**src/rtl/loop_pkg.sv**
```systemverilog
// Shared types for the hardware loop controller: FSM state, LIFO entry layout
// and the default widths and nesting depth.
package loop_pkg;

    localparam int LOOP_CTR_W = 8;
    localparam int LOOP_PC_W  = 10;
    localparam int LOOP_DEPTH = 4;

    typedef enum logic [1:0] {
        IDLE  = 2'd0,
        RUN   = 2'd1,
        FAULT = 2'd2
    } loop_state_t;

    typedef struct packed {
        logic [LOOP_CTR_W-1:0] count;
        logic [LOOP_PC_W-1:0]  pc;
    } loop_entry_t;

endpackage

```
**src/rtl/loop_stack.sv**
```systemverilog
// LIFO of loop entries. Within one edge the top is decremented or popped first,
// then a push lands; a simultaneous pop and push therefore replaces the top entry.
module loop_stack
    import loop_pkg::*;
#(
    parameter int DEPTH = LOOP_DEPTH
) (
    input  logic                       clk,
    input  logic                       flush,
    input  logic                       push,
    input  loop_entry_t                push_entry,
    input  logic                       pop,
    input  logic                       dec_top,
    output loop_entry_t                top,
    output logic [$clog2(DEPTH):0]     depth
);

    localparam int DW = $clog2(DEPTH) + 1;
    localparam int IW = $clog2(DEPTH);
    localparam logic [DW-1:0]         DEPTH_ONE = DW'(1);
    localparam logic [LOOP_CTR_W-1:0] CNT_ONE   = LOOP_CTR_W'(1);

    loop_entry_t       entries_r [DEPTH];
    logic [DW-1:0]     depth_r;
    logic [IW-1:0]     top_idx_s;
    logic [IW-1:0]     push_idx_s;

    assign top_idx_s  = IW'(depth_r - DEPTH_ONE);
    assign push_idx_s = IW'(depth_r);
    // An empty stack reports an all-zero top so the outputs read as reset values.
    assign top        = (depth_r == DW'(0)) ? loop_entry_t'('0) : entries_r[top_idx_s];
    assign depth      = depth_r;

    // Entry storage and occupancy update.
    always_ff @(posedge clk) begin
        if (flush) begin
            for (int i = 0; i < DEPTH; i++) begin
                entries_r[i] <= '0;
            end
            depth_r <= DW'(0);
        end else begin
            if (dec_top) begin
                entries_r[top_idx_s].count <= entries_r[top_idx_s].count - CNT_ONE;
            end
            if (pop) begin
                entries_r[top_idx_s] <= push ? push_entry : loop_entry_t'('0);
            end else if (push) begin
                entries_r[push_idx_s] <= push_entry;
            end
            depth_r <= depth_r + DW'(push) - DW'(pop);
        end
    end

endmodule

```
**src/rtl/loop_counter_ctrl.sv**
```systemverilog
// Hardware loop controller: pushes loops on LoopStart, decides branch-back on
// LoopEndHit, and latches a sticky fault on stack overflow or underflow.
module loop_counter_ctrl
    import loop_pkg::*;
#(
    parameter int CTR_W = LOOP_CTR_W,
    parameter int PC_W  = LOOP_PC_W,
    parameter int DEPTH = LOOP_DEPTH
) (
    input  logic                     Clk,
    input  logic                     Reset,
    input  logic                     Clear,
    input  logic                     LoopStart,
    input  logic [CTR_W-1:0]         LoopCount,
    input  logic [PC_W-1:0]          BodyPC,
    input  logic                     LoopEndHit,
    output logic                     Taken,
    output logic [PC_W-1:0]          TargetPC,
    output logic                     Skip,
    output logic [CTR_W-1:0]         CurCount,
    output logic [$clog2(DEPTH):0]   Depth,
    output logic                     Fault
);

    localparam int DW = $clog2(DEPTH) + 1;

    loop_state_t   state_r;
    loop_state_t   state_next_s;
    loop_entry_t   top_s;
    loop_entry_t   push_entry_s;
    logic          flush_s;
    logic          active_s;
    logic          empty_s;
    logic          end_ok_s;
    logic          underflow_s;
    logic          overflow_s;
    logic          start_s;
    logic          dec_s;
    logic          pop_s;
    logic          push_s;
    logic          skip_s;
    logic [DW-1:0] depth_after_s;
    logic [DW-1:0] depth_next_s;

    assign flush_s      = Reset | Clear;
    assign push_entry_s = '{count: LoopCount, pc: BodyPC};

    // Decision logic: end is applied to the current top before any push is considered.
    always_comb begin
        active_s      = 1'b0;
        empty_s       = 1'b0;
        end_ok_s      = 1'b0;
        underflow_s   = 1'b0;
        dec_s         = 1'b0;
        pop_s         = 1'b0;
        depth_after_s = Depth;
        start_s       = 1'b0;
        skip_s        = 1'b0;
        overflow_s    = 1'b0;
        push_s        = 1'b0;
        depth_next_s  = Depth;
        state_next_s  = state_r;

        active_s      = !flush_s && (state_r != FAULT);
        empty_s       = (Depth == DW'(0));
        end_ok_s      = active_s && LoopEndHit && !empty_s;
        underflow_s   = active_s && LoopEndHit && empty_s;
        dec_s         = end_ok_s && (top_s.count > CTR_W'(1));
        pop_s         = end_ok_s && !dec_s;
        depth_after_s = Depth - DW'(pop_s);
        start_s       = active_s && LoopStart && (LoopCount != CTR_W'(0));
        skip_s        = active_s && LoopStart && (LoopCount == CTR_W'(0));
        overflow_s    = start_s && (depth_after_s == DW'(DEPTH));
        push_s        = start_s && !overflow_s && !underflow_s;
        depth_next_s  = depth_after_s + DW'(push_s);

        case (state_r)
            IDLE, RUN: begin
                if (overflow_s || underflow_s) begin
                    state_next_s = FAULT;
                end else if (depth_next_s != DW'(0)) begin
                    state_next_s = RUN;
                end else begin
                    state_next_s = IDLE;
                end
            end
            FAULT:   state_next_s = FAULT;
            default: state_next_s = IDLE;
        endcase
    end

    // State register; Clear acts exactly like Reset.
    always_ff @(posedge Clk) begin
        if (flush_s) begin
            state_r <= IDLE;
        end else begin
            state_r <= state_next_s;
        end
    end

    loop_stack #(
        .DEPTH (DEPTH)
    ) u_stack (
        .clk        (Clk),
        .flush      (flush_s),
        .push       (push_s),
        .push_entry (push_entry_s),
        .pop        (pop_s),
        .dec_top    (dec_s),
        .top        (top_s),
        .depth      (Depth)
    );

    assign Taken    = dec_s;
    assign TargetPC = top_s.pc;
    assign Skip     = skip_s;
    assign CurCount = top_s.count;
    assign Fault    = (state_r == FAULT);

endmodule

```
**config.mk**
```make
export PLATFORM = sky130hd
export DESIGN_NAME = loop_counter_ctrl
export DESIGN_NICKNAME = d
export VERILOG_FILES = /design/src/rtl/loop_pkg.sv /design/src/rtl/loop_stack.sv /design/src/rtl/loop_counter_ctrl.sv
export SDC_FILE = /design/constraint.sdc
export NUM_CORES = 1
export LEC_CHECK = 0
export CAP_MARGIN = 20
export CORE_ASPECT_RATIO = 0.6
export CORE_MARGIN = 2
export CORE_UTILIZATION = 35
export DETAILED_ROUTE_END_ITERATION = 10
export SLEW_MARGIN = 25
export SYNTH_ARGS = -nofsm -noshare
export SYNTH_HDL_FRONTEND = slang
export SYNTH_SLANG_ARGS = --single-unit
```
**constraint.sdc**
```tcl
create_clock -name Clk -period 4.5 [get_ports Clk]
set_input_delay 0.675 -clock Clk [delete_from_list [all_inputs] [get_ports Clk]]
set_output_delay 0.675 -clock Clk [all_outputs]
set_load 0.1 [all_outputs]
```
-- Yosys cells after proc, flatten, opt, wreduce, memory -nomap -nowiden
Memory sizes are Yosys's and may differ from the RTL's.
Index checks and enable logic that the tools add are counted.
- memories kept: 1
- input port bits: 23
- output and inout bits: 24
- RAM bits: 72
- register bits after elaboration: 5
- word-level logic and storage cells: 66
- add/subtract/negate cells: 6
- magnitude comparators: 1
- multiplexer cells: 24
- bitwise logic cells: 2
- equality and inequality tests: 4
- reduce and logical (&&, ||, !) cells: 26
- memories (name ; words ; width ; rd ports ; clocked after memory_dff ; wr ports ; line ; text):
    u_stack.entries_r ; 4 ; 18 ; 1 ; 0 ; 4 ; loop_stack.sv:23 ; loop_entry_t entries_r [DEPTH];
- operators by type and width (cell ; count):
    $mux 18 ; 4
    $reduce_or 18->1 ; 2
    $mux 1 ; 14
    $logic_and 1x1->1 ; 12
    $gt 8x1->1 const B ; 1
    $logic_not 8->1 ; 1
    $mux 2 ; 4
    $mux 8 ; 1
    $reduce_bool 8->1 ; 1
    $sub 8x1->8 const B ; 1
    $add 3x1->3 ; 2
    $sub 3x1->3 ; 2
    $logic_not 1->1 ; 5
    $pmux 2 s2 ; 1
    $eq 3x3->1 const B ; 1
    $logic_not 3->1 ; 1
    $reduce_bool 3->1 ; 1
    $eq 2x1->1 const B ; 1
    $eq 2x2->1 const B ; 1
    $logic_not 2->1 ; 1
    $ne 2x2->1 const B ; 1
    $or 1x1->1 ; 2
    $reduce_or 2->1 ; 1
    $sub 2x1->2 const B ; 1
    $logic_or 1x1->1 ; 1

-- Depth between registers and ports, before layout
Gate-level depths: netlist (run 1).
- depth in word-level cells: 20
- mapped depth: 20
- mapped depth without buffers: 16

-- Cells and area by module
From an unflattened synthesis (run 1), not the netlist that was laid out.
- cells, all modules: 369
- area, all modules: 4341.7 µm²
- by module, submodules not included (module ; area each (µm²) ; instances ; cells each):
    loop_stack ; 4055.1 ; 1 ; 331
    loop_counter_ctrl ; 286.5 ; 1 ; 38

-- Least setup slack after synthesis (run 1)
Ideal clock, no wire load.
- kind: register to register
- from: register u_stack.depth_r[0], in the netlist u_stack.depth[0]
- to: register u_stack.depth_r[2], in the netlist u_stack.depth[2]
- period minus slack after synthesis: 5496 ps
- path slack: -996 ps
- data arrival time: 5374 ps
- cell stages (with the launch flop): 19
- setup time: 122 ps
- path buffers: 3
- cells stage by stage: dfxtp_1 > buf_6 > inv_1 > ha_1 > mux4_2 > or4_4 > nor4b_4 > buf_6 > ha_1 > ha_1 > xor2_1 > nand3_1 > nand3_1 > inv_1 > buf_2 > ha_1 > fa_1 > xnor2_1 > nor2_1
- longest elaborated chain between the ends: 15
- ends and longest elaborated chain (item ; line ; text):
    start, declared ; loop_stack.sv:24 ; logic [DW-1:0] depth_r;
    start signal, assigned ; loop_stack.sv:50 ; depth_r <= depth_r + DW'(push) - DW'(pop);
    $sub 2x1->2 ; loop_stack.sv:28 ; assign top_idx_s = IW'(depth_r - DEPTH_ONE);
    $mem_v2 4x18 ; n/a ;
    $mux 18 ; loop_stack.sv:31 ; assign top = (depth_r == DW'(0)) ? loop_entry_t'('0) : entries_r[top_idx_s];
    $gt 8x1->1 ; loop_counter_ctrl.sv:68 ; dec_s = end_ok_s && (top_s.count > CTR_W'(1));
    $logic_and 1x1->1 ; loop_counter_ctrl.sv:68 ;
    $logic_not 1->1 ; loop_counter_ctrl.sv:69 ; pop_s = end_ok_s && !dec_s;
    $logic_and 1x1->1 ; loop_counter_ctrl.sv:69 ;
    $sub 3x1->3 ; loop_counter_ctrl.sv:70 ; depth_after_s = Depth - DW'(pop_s);
    $eq 3x3->1 ; loop_counter_ctrl.sv:73 ; overflow_s = start_s && (depth_after_s == DW'(DEPTH));
    $logic_and 1x1->1 ; loop_counter_ctrl.sv:73 ;
    $logic_not 1->1 ; loop_counter_ctrl.sv:74 ; push_s = start_s && !overflow_s && !underflow_s;
    $logic_and 1x1->1 (2 in a row) ; loop_counter_ctrl.sv:74 ;
    $add 3x1->3 ; loop_stack.sv:50 ;
    $sub 3x1->3 (*) ; loop_stack.sv:50 ;
Every way passes the cells marked *; elsewhere a longest branch is shown, timed or not.
A chain may end at the register's enable or synchronous reset.

-- Final worst setup path (run 1)
Ends and elaborated chain as after synthesis.

==> results of run 1 <==
[sequential cells by signal (all words and copies together), names as in the netlist]
register	cells
u_stack.entries_r	72
state_r	2
u_stack.depth	3
[path summary, 6_finish.rpt]
path	start	to	slack [ns]	depth (start not counted)
setup / recovery	u_stack.depth[0]$_SDFF_PN0_	u_stack.depth[2]$_SDFF_PN0_	0.18	15
hold reg to reg	state_r[0]$_SDFF_PN0_	state_r[1]$_SDFF_PN0_	0.52	2
hold / removal	state_r[0]$_SDFF_PN0_	state_r[1]$_SDFF_PN0_	0.52	2
setup reg to reg	u_stack.depth[0]$_SDFF_PN0_	u_stack.depth[2]$_SDFF_PN0_	0.18	15
[where the power goes]
part / leakage (nW) / switching [mW] / internal [mW]
clock: 0.164 / 0.290 / 0.544
combinational: 1.01 / 0.104 / 0.0676
sequential: 0.845 / 0.0123 / 0.815
[logic make-up after synthesis]
group / synth area share
AO/OA/AOI/OAI: 0.100
XOR/XNOR: 0.0143
adder cells (fa/ha/maj): 0.0369
buffers and inverters: 0.0304
flip-flops: 0.529
multiplexers: 0.104
AND/OR/NAND/NOR: 0.185
[layout by cell type, fill, tap and decap left out, drive strengths merged, types with 10 or more instances in the layout]
cell type / n
nor2b: 18
nor2: 17
clkdlybuf4s50: 26
a22o: 20
edfxtp: 72
nand2: 17
mux4: 18
ha: 11
inv: 14
and2: 42
buf: 34
a21oi: 10
[layout make-up]
type                            count  area [µm²]  share of cell area
Multi-Input combinational cell    227        1980               0.368
Timing Repair Buffer               60         528              0.0981
Tap cell                          165         206              0.0384
Clock inverter                      7         119              0.0221
Clock buffer                        9         225              0.0419
Inverter                           13        52.6             0.00977
Sequential cell                    77        2270               0.422
[metal layers]
layer / vias up / GRT usage / routed length, µm
met4: 0 / 0.0477 / 108
met2: 162 / 0.253 / 4620
met1: 1460 / 0.268 / 5530
li1: 1367 / - / -
met3: 13 / 0.0677 / 1160
met5: - / 0 / 0
[Yosys cell counts, types with 2 or more instances]
master     count
nand2_2        2
dfxtp_1        5
nor2b_1       18
nor4_1         4
nor2_1        13
xnor2_1        5
mux4_2        18
or2_2          4
and3_1         3
nor2_2         4
and2_1        42
nor3b_1        4
a21oi_1        8
nand3b_1       2
edfxtp_1      72
a22o_1        20
nor3_1         3
nand3_1        8
a32o_1         6
inv_1         13
buf_1          2
buf_4          2
o2bb2ai_1      2
ha_1          11
xor2_1         2
buf_2          2
o21ai_0        5
clkbuf_1       7
nand2b_1       4
a21oi_4        2
mux2i_1        4
buf_6          2
or3_1          3
nand2_1       15
[repair_timing]
action,CTS,global route
endpoints found under the hold margin,0,0
setup endpoints to repair,0,23
resized for setup,0,1
[worst register-to-register path: cells and delay by family, from the launching register on]
kind,cells,cell delay (ns)
adders and majority gates,5,1.26
DFF,1,0.45
and+or+nand+nor,5,1.47
muxes,1,0.37
xor gates and xnor gates,2,0.33
buffers and inverters,2,0.32
[through the flow]
step / setup slack, ns / area, µm² / instances / util / hold WS [ns]
2_1_floorplan: -0.0352 / 4390 / 332 / - / 0.494
3_3_place_gp: 0.313 / 5030 / 542 / 0.420 / 0.514
3_5_place_dp: 0.186 / 5030 / 542 / 0.420 / 0.511
4_1_cts: 0.163 / 5380 / 558 / 0.448 / 0.530
5_1_grt: -0.00535 / 5380 / 558 / 0.449 / 0.544
6_report: 0.183 / 5380 / 558 / 0.449 / 0.523
==> results by group, run 1 <==
Outcome
  • Status: completed

Worst setup path
  • CP Class: flip-flop to flip-flop
  • Crit path buf inv count: 2
  • Critical Path Most Common Cell: ha_4
  • WP data arrival: 4.54 ns
  • Worst EP required: 4.72 ns
  • CP max stage delay: 0.59 ns
  • Crit path max-delay family: simple AND/OR/NAND/NOR gates
  • Startpoint types: flip-flop
  • CP Cell Sequence: clkinvlp_4 > ha_4 > mux4_2 > or4_4 > nor4b_4 > ha_4 > ha_4 > xor2_2 > nand3_1 > nand3_4 > inv_2 > ha_4 > fa_1 > xnor2_1 > nor2_1
  • Slowest stage cell on the critical path: or4_4
  • Critical Path Sink Type: flip-flop
  • CP Max Fanout: 14

Floorplan
  • Chip width: 147 µm
  • Starting density of the core: 0.357
  • Die Area: 13100 µm²
  • Row count: 31
  • Core Area: 12000 µm²
  • Die height: 89.6 µm
  • IO Pins: 47

Final layout
  • Ratio of cells with drive above 1 in the final layout: 0.247
  • Filler Cell Count: 1074
  • NumNets Final: 423
  • Ant diodes: 0
  • Area growth, synth to finish: 25.9%

STA
  • Relative slew margins: 0.336
  • Endpoints failing hold: 0
  • # setup viols final: 0
  • Fin crit share: 0.959
  • Max Slew Vio Count: 0
  • Min cycle time layout: 4.32 ns
  • Worst slew pin tran: 0.994 ns
  • RSZ-0062 raised after global routing: yes
  • Fmax: 232 MHz
  • Setup Skew: 0.00802 ns
  • Setup TNS: 0 ns

Synth
  • Post-synth cell types: 49
  • #FFs+latches synth: 77
  • Async S/R FF share, synth: 0
  • Cells after Synth: 332
  • Ys Warns: 0
  • Register area share after synthesis: 0.529
  • Synth top area share: 0.506
  • Top cells by area, synth: edfxtp_1 (51%), mux4_2 (9.5%), and2_1 (6.1%)
  • Synthesized Nets: 367
  • Post-Syn Area: 4270 µm²
  • Post-synth EDFFs: 72
  • Avg Cell Area, Syn: 12.9 µm²
  • Synth area leader: edfxtp_1
  • Most used DFF post-synth: edfxtp_1

Job
  • Max Cap Viol: 0

Clock network
  • CTS tree: done
  • Clk slew on worst S/H paths: 0.06 ns
  • # H-tree levels: 3
  • # hold bufs at CTS: 0
  • Post-CTS Setup Inserts: 0
  • Root cell of the clock tree: clkbuf_16
  • CTS buffer count: 9
  • Worst-skew pair later-pin latency: 0.33 ns
  • Clock sinks: 77
  • Clock buffer depth: 2

Detailed routing
  • DRT Wirelength: 11.4 mm
  • DR WL/cell: 20.5 µm
  • DRT antenna net count: 0
  • Vias per std cell: 5.38
  • Drt first pass iters: 5
  • DRC: 0
  • Vias: 3002
  • DRT iter0 DRCs: 362

Global route
  • Largest net degree at the start of global routing: 21
  • First-pass GRT wire length: 17.4 mm
  • Gr usage total: 0.183
  • Number of global-route vias before repair: 2958
  • Grt ovf: 0
  • Initial antenna violation count: 0

Power
  • Peak supply drop: 154 µV
  • Total power: 1.83 mW
  • PD cells: 340 nW/µm²
  • Leakage: 2.02 nW

Worst hold path
  • Hold Crit Class: flip-flop to flip-flop

Placement
  • Placer Congestion: 0.879
  • Post-DP HPWL: 8.36 mm
  • Buffers on Ports: 46
No activity file was read; power rests on OpenSTA's default activity.
==> run 2: changes to the inputs <==
Settings changed: GPL_TIMING_DRIVEN set to 0.
==> run 2 against run 1 <==
Largest power group is now sequential cells; critical path depth unchanged; design area is 1.2% higher; global-route usage about the same; flip-flop and latch count unchanged; core utilization grew 0.53 points; power is 7.4% lower; critical path type unchanged; worst hold slack worse by 0.0034 ns; maximum frequency shrank 1.9%; clock skew grew 0.0055 ns; final cell count up 1.8%; register-to-register slack got worse by 0.09 ns; die area is the same.
==> results by group, run 2 (synthesis gave the netlist of run 1 again) <==
Outcome
  • Status: completed

Placement
  • Post-DP HPWL: 7.96 mm (-4.8%)
  • Buffers on Ports: 46 (unchanged)
  • Placed instance count: 543 (+0.18%)
  • Placer Congestion: 0.836 (-4.8%)

Job
  • Max Cap Viol: 0 (unchanged)

Global route
  • Grt ovf: 0 (unchanged)
  • Largest net degree at the start of global routing: 16 (-24%)
  • Number of global-route vias before repair: 3062 (+3.5%)
  • First-pass GRT wire length: 17.5 mm (+0.32%)
  • Gr usage total: 0.183 (about the same)
  • Initial antenna violation count: 0 (unchanged)

Floorplan
  • Die Area: 13100 µm² (unchanged)
  • Row count: 31 (unchanged)
  • Starting density of the core: 0.357 (unchanged)
  • Core Area: 12000 µm² (unchanged)
  • Die height: 89.6 µm (unchanged)
  • IO Pins: 47 (unchanged)
  • Chip width: 147 µm (unchanged)

Power
  • PD cells: 312 nW/µm² (-8.5%)
  • Peak supply drop: 172 µV (+11%)
  • Leakage: 2.04 nW (+0.75%)
  • Total power: 1.70 mW (-7.4%)

Final layout
  • Biggest register: u_stack.entries_r
  • Most frequent cells in the layout: edfxtp_1 (72), and2_1 (42), clkdlybuf4s50_1 (36)
  • Commonest non-fill, non-tap cell in the layout: edfxtp_1
  • Non-Filler Instances: 568 (+1.8%)
  • Max reg flops: 72 (unchanged)
  • Area growth, synth to finish: 27.4%
  • Ratio of cells with drive above 1 in the final layout: 0.206 (-0.0409)
  • Ant diodes: 0 (unchanged)
  • NumNets Final: 433 (+2.4%)

Detailed routing
  • DRT antenna net count: 0 (unchanged)
  • DRT Wirelength: 11.4 mm (-0.11%)
  • Vias: 3071 (+2.3%)
  • DR WL/cell: 20.1 µm (-1.9%)
  • DRC: 0 (unchanged)
  • Drt first pass iters: 5 (unchanged)
  • Vias per std cell: 5.41 (+0.50%)
  • DRT iter0 DRCs: 249 (-31%)

Clock network
  • CTS tree: done
  • Clock buffer depth: 2 (unchanged)
  • Root cell of the clock tree: clkbuf_16
  • CTS buffer count: 9 (unchanged)
  • Worst-skew pair later-pin latency: 0.35 ns (+0.02 ns)
  • Clk slew on worst S/H paths: 0.06 ns (about the same)
  • # H-tree levels: 3 (unchanged)
  • Clock sinks: 77 (unchanged)

STA
  • Relative slew margins: 0.345 (+0.00911)
  • RSZ-0062 raised after global routing: yes
  • Endpoints failing hold: 0 (unchanged)
  • Fin crit share: 0.978 (+0.0190)
  • Min cycle time layout: 4.40 ns (+0.0855 ns)
  • # setup viols final: 0 (unchanged)
  • Worst slew pin tran: 0.958 ns (-0.0353 ns)
  • Fmax: 227 MHz (-1.9%)
  • Setup Skew: 0.0135 ns (+0.00545 ns)
  • Max Slew Vio Count: 0 (unchanged)

Worst hold path
  • Hold Crit Class: flip-flop to flip-flop

Worst setup path
  • CP Class: flip-flop to flip-flop
  • Critical Path Sink Type: flip-flop
  • Startpoint types: flip-flop
  • CP Max Fanout: 10 (-4)
  • WP data arrival: 4.49 ns (-0.05 ns)
  • R2R Setup Slk: 0.1 ns (-0.09 ns)
  • Worst EP required: 4.59 ns (-0.13 ns)
## run 2: cell types whose count changed in the layout (fill, tap and decap cells not counted), sizes merged
cell,delta
clkbuf,+7
clkinvlp,+1
bufinv,-3
dlygate4sd2,+9
clkinv,+1
buf,-17
clkdlybuf4s50,+10
inv,+1
dlymetal6s2s,+1
## run 2: path summary, 6_finish.rpt
kind,startpoint,endpoint,cells past startpoint
max reg2reg,u_stack.depth[0]$_SDFF_PN0_,u_stack.entries_r[2][13]$_DFFE_PP_,15
min,state_r[0]$_SDFF_PN0_,state_r[1]$_SDFF_PN0_,2
min reg2reg,state_r[0]$_SDFF_PN0_,state_r[1]$_SDFF_PN0_,2
max,u_stack.depth[0]$_SDFF_PN0_,u_stack.entries_r[2][13]$_DFFE_PP_,15
## run 2: per-layer routing
layer  global-route usage  vias up  part of all wire
li1                     -     1399                 -
met1                0.254     1526              0.47
met2                0.281      129              0.44
met3               0.0540       17             0.079
met4               0.0547        0             0.014
met5                    0        -                 0
## run 2: what timing repair did
item / in CTS / in global routing
gates resized for setup: 15 / 3
hold buffers: 0 / 0
pin swaps: 1 / 2
endpoints found under the setup margin: 137 / 98
setup buffers: 6 / 3
## run 2: layout make-up
cell class | count | area [µm²]
Inverter | 13 | 52.6
Timing Repair Buffer | 55 | 519
Sequential cell | 77 | 2270
Fill cell | 1107 | 6540
Buffer | 15 | 97.6
Multi-Input combinational cell | 227 | 2020
Tap cell | 165 | 206
Clock inverter | 7 | 57.6
Clock buffer | 9 | 225
## run 2: critical path: stages (launching register included)
cell        delay, ns
dfxtp_4          0.36
buf_12           0.15
clkinvlp_4       0.12
ha_4             0.35
mux4_2           0.37
or4_4            0.61
nor4b_4          0.39
buf_6            0.16
ha_4             0.13
ha_4             0.15
xor2_4           0.08
nand3_2          0.10
nand3_4          0.15
nor3b_2          0.57
nor2_2           0.19
a22o_1           0.25
## run 2: stage by stage
| stage | setup TNS (ns) | cell area (µm²) | hold slack [ns] | worst slack (ns) | util |
|---|---|---|---|---|---|
| floorplan | -0.379 | 4390 | 0.494 | -0.0352 | - |
| global placement | -42.65 | 5050 | 0.504 | -0.660 | 0.422 |
| detailed placement | -49.58 | 5060 | 0.510 | -0.759 | 0.422 |
| CTS | 0 | 5400 | 0.523 | 0.0151 | 0.451 |
| global route | -0.643 | 5440 | 0.553 | -0.0326 | 0.454 |
| finish | 0 | 5440 | 0.519 | 0.0972 | 0.454 |
## run 2: power by group
part	switching [mW]	leakage, nW	total (mW)	internal (mW)
Combinational	0.105	1.06	0.176	0.0705
Clock	0.317	0.134	0.698	0.381
Sequential	0.00865	0.845	0.823	0.814
==> run 3: changes to the inputs <==
Settings changed: CORE_MARGIN 2 to not set.
==> run 3 against run 2 <==
Worst setup slack got worse by 0.012 ns; core utilization rose by 2.5 points; first-iteration DRC count rose by 32%; die area fell by 3.6%; power rose by 7.2%; routed wire length rose by 0.96%; clock-buffer cell count rose by 2; via count rose by 2.0%.
==> results by group, run 3 (synthesis gave the netlist of run 1 again) <==
Worst setup path
  • CP Max Fanout: 11 (+1)
  • R2R cell count: 19 (+4)
  • CP Class: flip-flop to flip-flop
  • Worst reg2reg path startpoint: u_stack.depth[0]$_SDFF_PN0_
  • Startpoint types: flip-flop
  • Crit path from: u_stack.depth[0]$_SDFF_PN0_
  • Critical Path Sink Type: flip-flop
  • Critical R2R Capture: state_r[0]$_SDFF_PN0_
  • WP data arrival: 4.62 ns (+0.13 ns)
  • R2R Setup Slk: 0.08 ns (about the same)
  • CP endpoint: state_r[0]$_SDFF_PN0_
  • Worst EP required: 4.71 ns (+0.12 ns)

Final layout
  • Area growth, synth to finish: 29.9%
  • Ant diodes: 0 (unchanged)
  • Commonest non-fill, non-tap cell in the layout: edfxtp_1
  • Ratio of cells with drive above 1 in the final layout: 0.212 (+0.00624)
  • Max reg flops: 72 (unchanged)
  • Biggest register: u_stack.entries_r
  • Most frequent cells in the layout: edfxtp_1 (72), and2_1 (42), clkdlybuf4s50_1 (36)
  • NumNets Final: 440 (+1.6%)
  • Non-Filler Instances: 570 (+0.35%)

Detailed routing
  • DRT iter0 DRCs: 328 (+32%)
  • DRC: 0 (unchanged)
  • DRT Wirelength: 11.5 mm (+0.96%)
  • DRT antenna net count: 0 (unchanged)
  • DR WL/cell: 20.2 µm (+0.60%)
  • Drt first pass iters: 7 (+2)
  • Vias: 3132 (+2.0%)
  • Vias per std cell: 5.49 (+1.6%)

Floorplan
  • IO Pins: 47 (unchanged)
  • Starting density of the core: 0.369 (+0.0119)
  • Die Area: 12700 µm² (-3.6%)
  • Die height: 87.6 µm (-2.2%)
  • Chip width: 145 µm (-1.4%)
  • Core Area: 11600 µm² (-3.2%)
  • Row count: 30 (-3.2%)

STA
  • Fmax: 226 MHz (-0.28%)
  • RSZ-0062 raised after global routing: yes
  • Hold slack: 0.553 ns (+0.0340 ns)
  • Min cycle time layout: 4.42 ns (+0.0124 ns)
  • Setup TNS: 0 ns (unchanged)
  • Max Slew Vio Count: 0 (unchanged)
  • # setup viols final: 0 (unchanged)
  • Endpoints failing hold: 0 (unchanged)
  • Relative slew margins: 0.298 (-0.0470)
  • Worst slew pin tran: 1.03 ns (+0.0688 ns)
  • Fin crit share: 0.981 (+0.00275)
  • Setup Skew: 0.00821 ns (-0.00527 ns)

Clock network
  • Clock sinks: 77 (unchanged)
  • Clk slew on worst S/H paths: 0.06 ns (about the same)
  • # H-tree levels: 3 (unchanged)
  • Clock buffer depth: 2 (unchanged)
  • CTS buffer count: 9 (unchanged)
  • # hold bufs at CTS: 0 (unchanged)
  • Root cell of the clock tree: clkbuf_16
  • Worst-skew pair later-pin latency: 0.34 ns (about the same)
  • CTS tree: done

Global route
  • Number of global-route vias before repair: 3131 (+2.3%)
  • Gr usage total: 0.198 (+0.0152)
  • First-pass GRT wire length: 17.6 mm (+0.87%)
  • Grt ovf: 0 (unchanged)
  • Largest net degree at the start of global routing: 13 (-3)
  • Initial antenna violation count: 0 (unchanged)

Power
  • Total power: 1.82 mW (+7.2%)
  • Leakage: 2.08 nW (+2.0%)
  • Peak supply drop: 183 µV (+6.4%)
  • PD cells: 328 nW/µm² (+5.1%)

Worst hold path
  • Hold Crit Class: flip-flop to flip-flop

Placement
  • Placed instance count: 538 (-0.92%)
  • Post-DP HPWL: 8.11 mm (+2.0%)
  • Buffers on Ports: 46 (unchanged)
  • Placer Congestion: 0.830 (-0.81%)

Outcome
  • Status: completed

Job
  • Max Cap Viol: 0 (unchanged)
## run 3: report_power, final
part / switching, mW / internal (mW) / total [mW]
sequential: 0.00956 / 0.815 / 0.824
clock: 0.274 / 0.539 / 0.813
combinational: 0.108 / 0.0743 / 0.182
## run 3: timing repair
item,4_1_cts,5_1_grt
gates resized for setup,15,7
pin swaps,3,4
hold endpoints to repair,0,0
setup buffers,10,6
endpoints found under the setup margin,137,89
## run 3: stage by stage
step | util | instance area [µm²] | setup slack [ns]
5_1_grt | 0.479 | 5550 | -0.0807
3_3_place_gp | 0.435 | 5050 | -0.673
3_5_place_dp | 0.436 | 5050 | -0.769
4_1_cts | 0.472 | 5470 | 0.0961
2_1_floorplan | - | 4390 | -0.0352
6_report | 0.479 | 5550 | 0.0849
## run 3: area by class of cell
type                       instances  area (µm²)
multi-input combinational        227        2030
tap                              160         200
clock buffer                      11         233
inverter                          13        52.6
fill                            1000        6050
sequential                        77        2270
clock inverter                     5        98.8
buffer                            15        97.6
timing repair buffer              62         568
## run 3: per-layer routing
layer / wire length, µm / track usage
met1: 5190 / 0.271
met2: 5170 / 0.298
met3: 1030 / 0.0662
met4: 131 / 0.0612
met5: 0 / 0
## run 3: critical path: stages (launching register included)
cell and delay [ns]:
dfxtp_4 0.36, buf_12 0.15, clkinvlp_4 0.13, ha_4 0.35
mux4_2 0.36, or4_4 0.61, nor4b_4 0.38, buf_6 0.16
ha_4 0.12, ha_4 0.15, xor2_4 0.16, nand3_2 0.12
nand3_4 0.14, inv_2 0.08, buf_6 0.16, ha_1 0.19
ha_1 0.19, xor2_1 0.16, nor3_1 0.22, nor3_1 0.07
## run 3: worst min path at each step
stage                           from  cells past startpoint                     to
6_report       state_r[0]$_SDFF_PN0_                      2  state_r[1]$_SDFF_PN0_
5_1_grt        state_r[0]$_SDFF_PN0_                      2  state_r[1]$_SDFF_PN0_
4_1_cts        state_r[0]$_SDFF_PN0_                      2  state_r[1]$_SDFF_PN0_
3_5_place_dp   state_r[0]$_SDFF_PN0_                      2  state_r[1]$_SDFF_PN0_
3_3_place_gp   state_r[0]$_SDFF_PN0_                      2  state_r[1]$_SDFF_PN0_
2_1_floorplan  state_r[0]$_SDFF_PN0_                      2  state_r[1]$_SDFF_PN0_
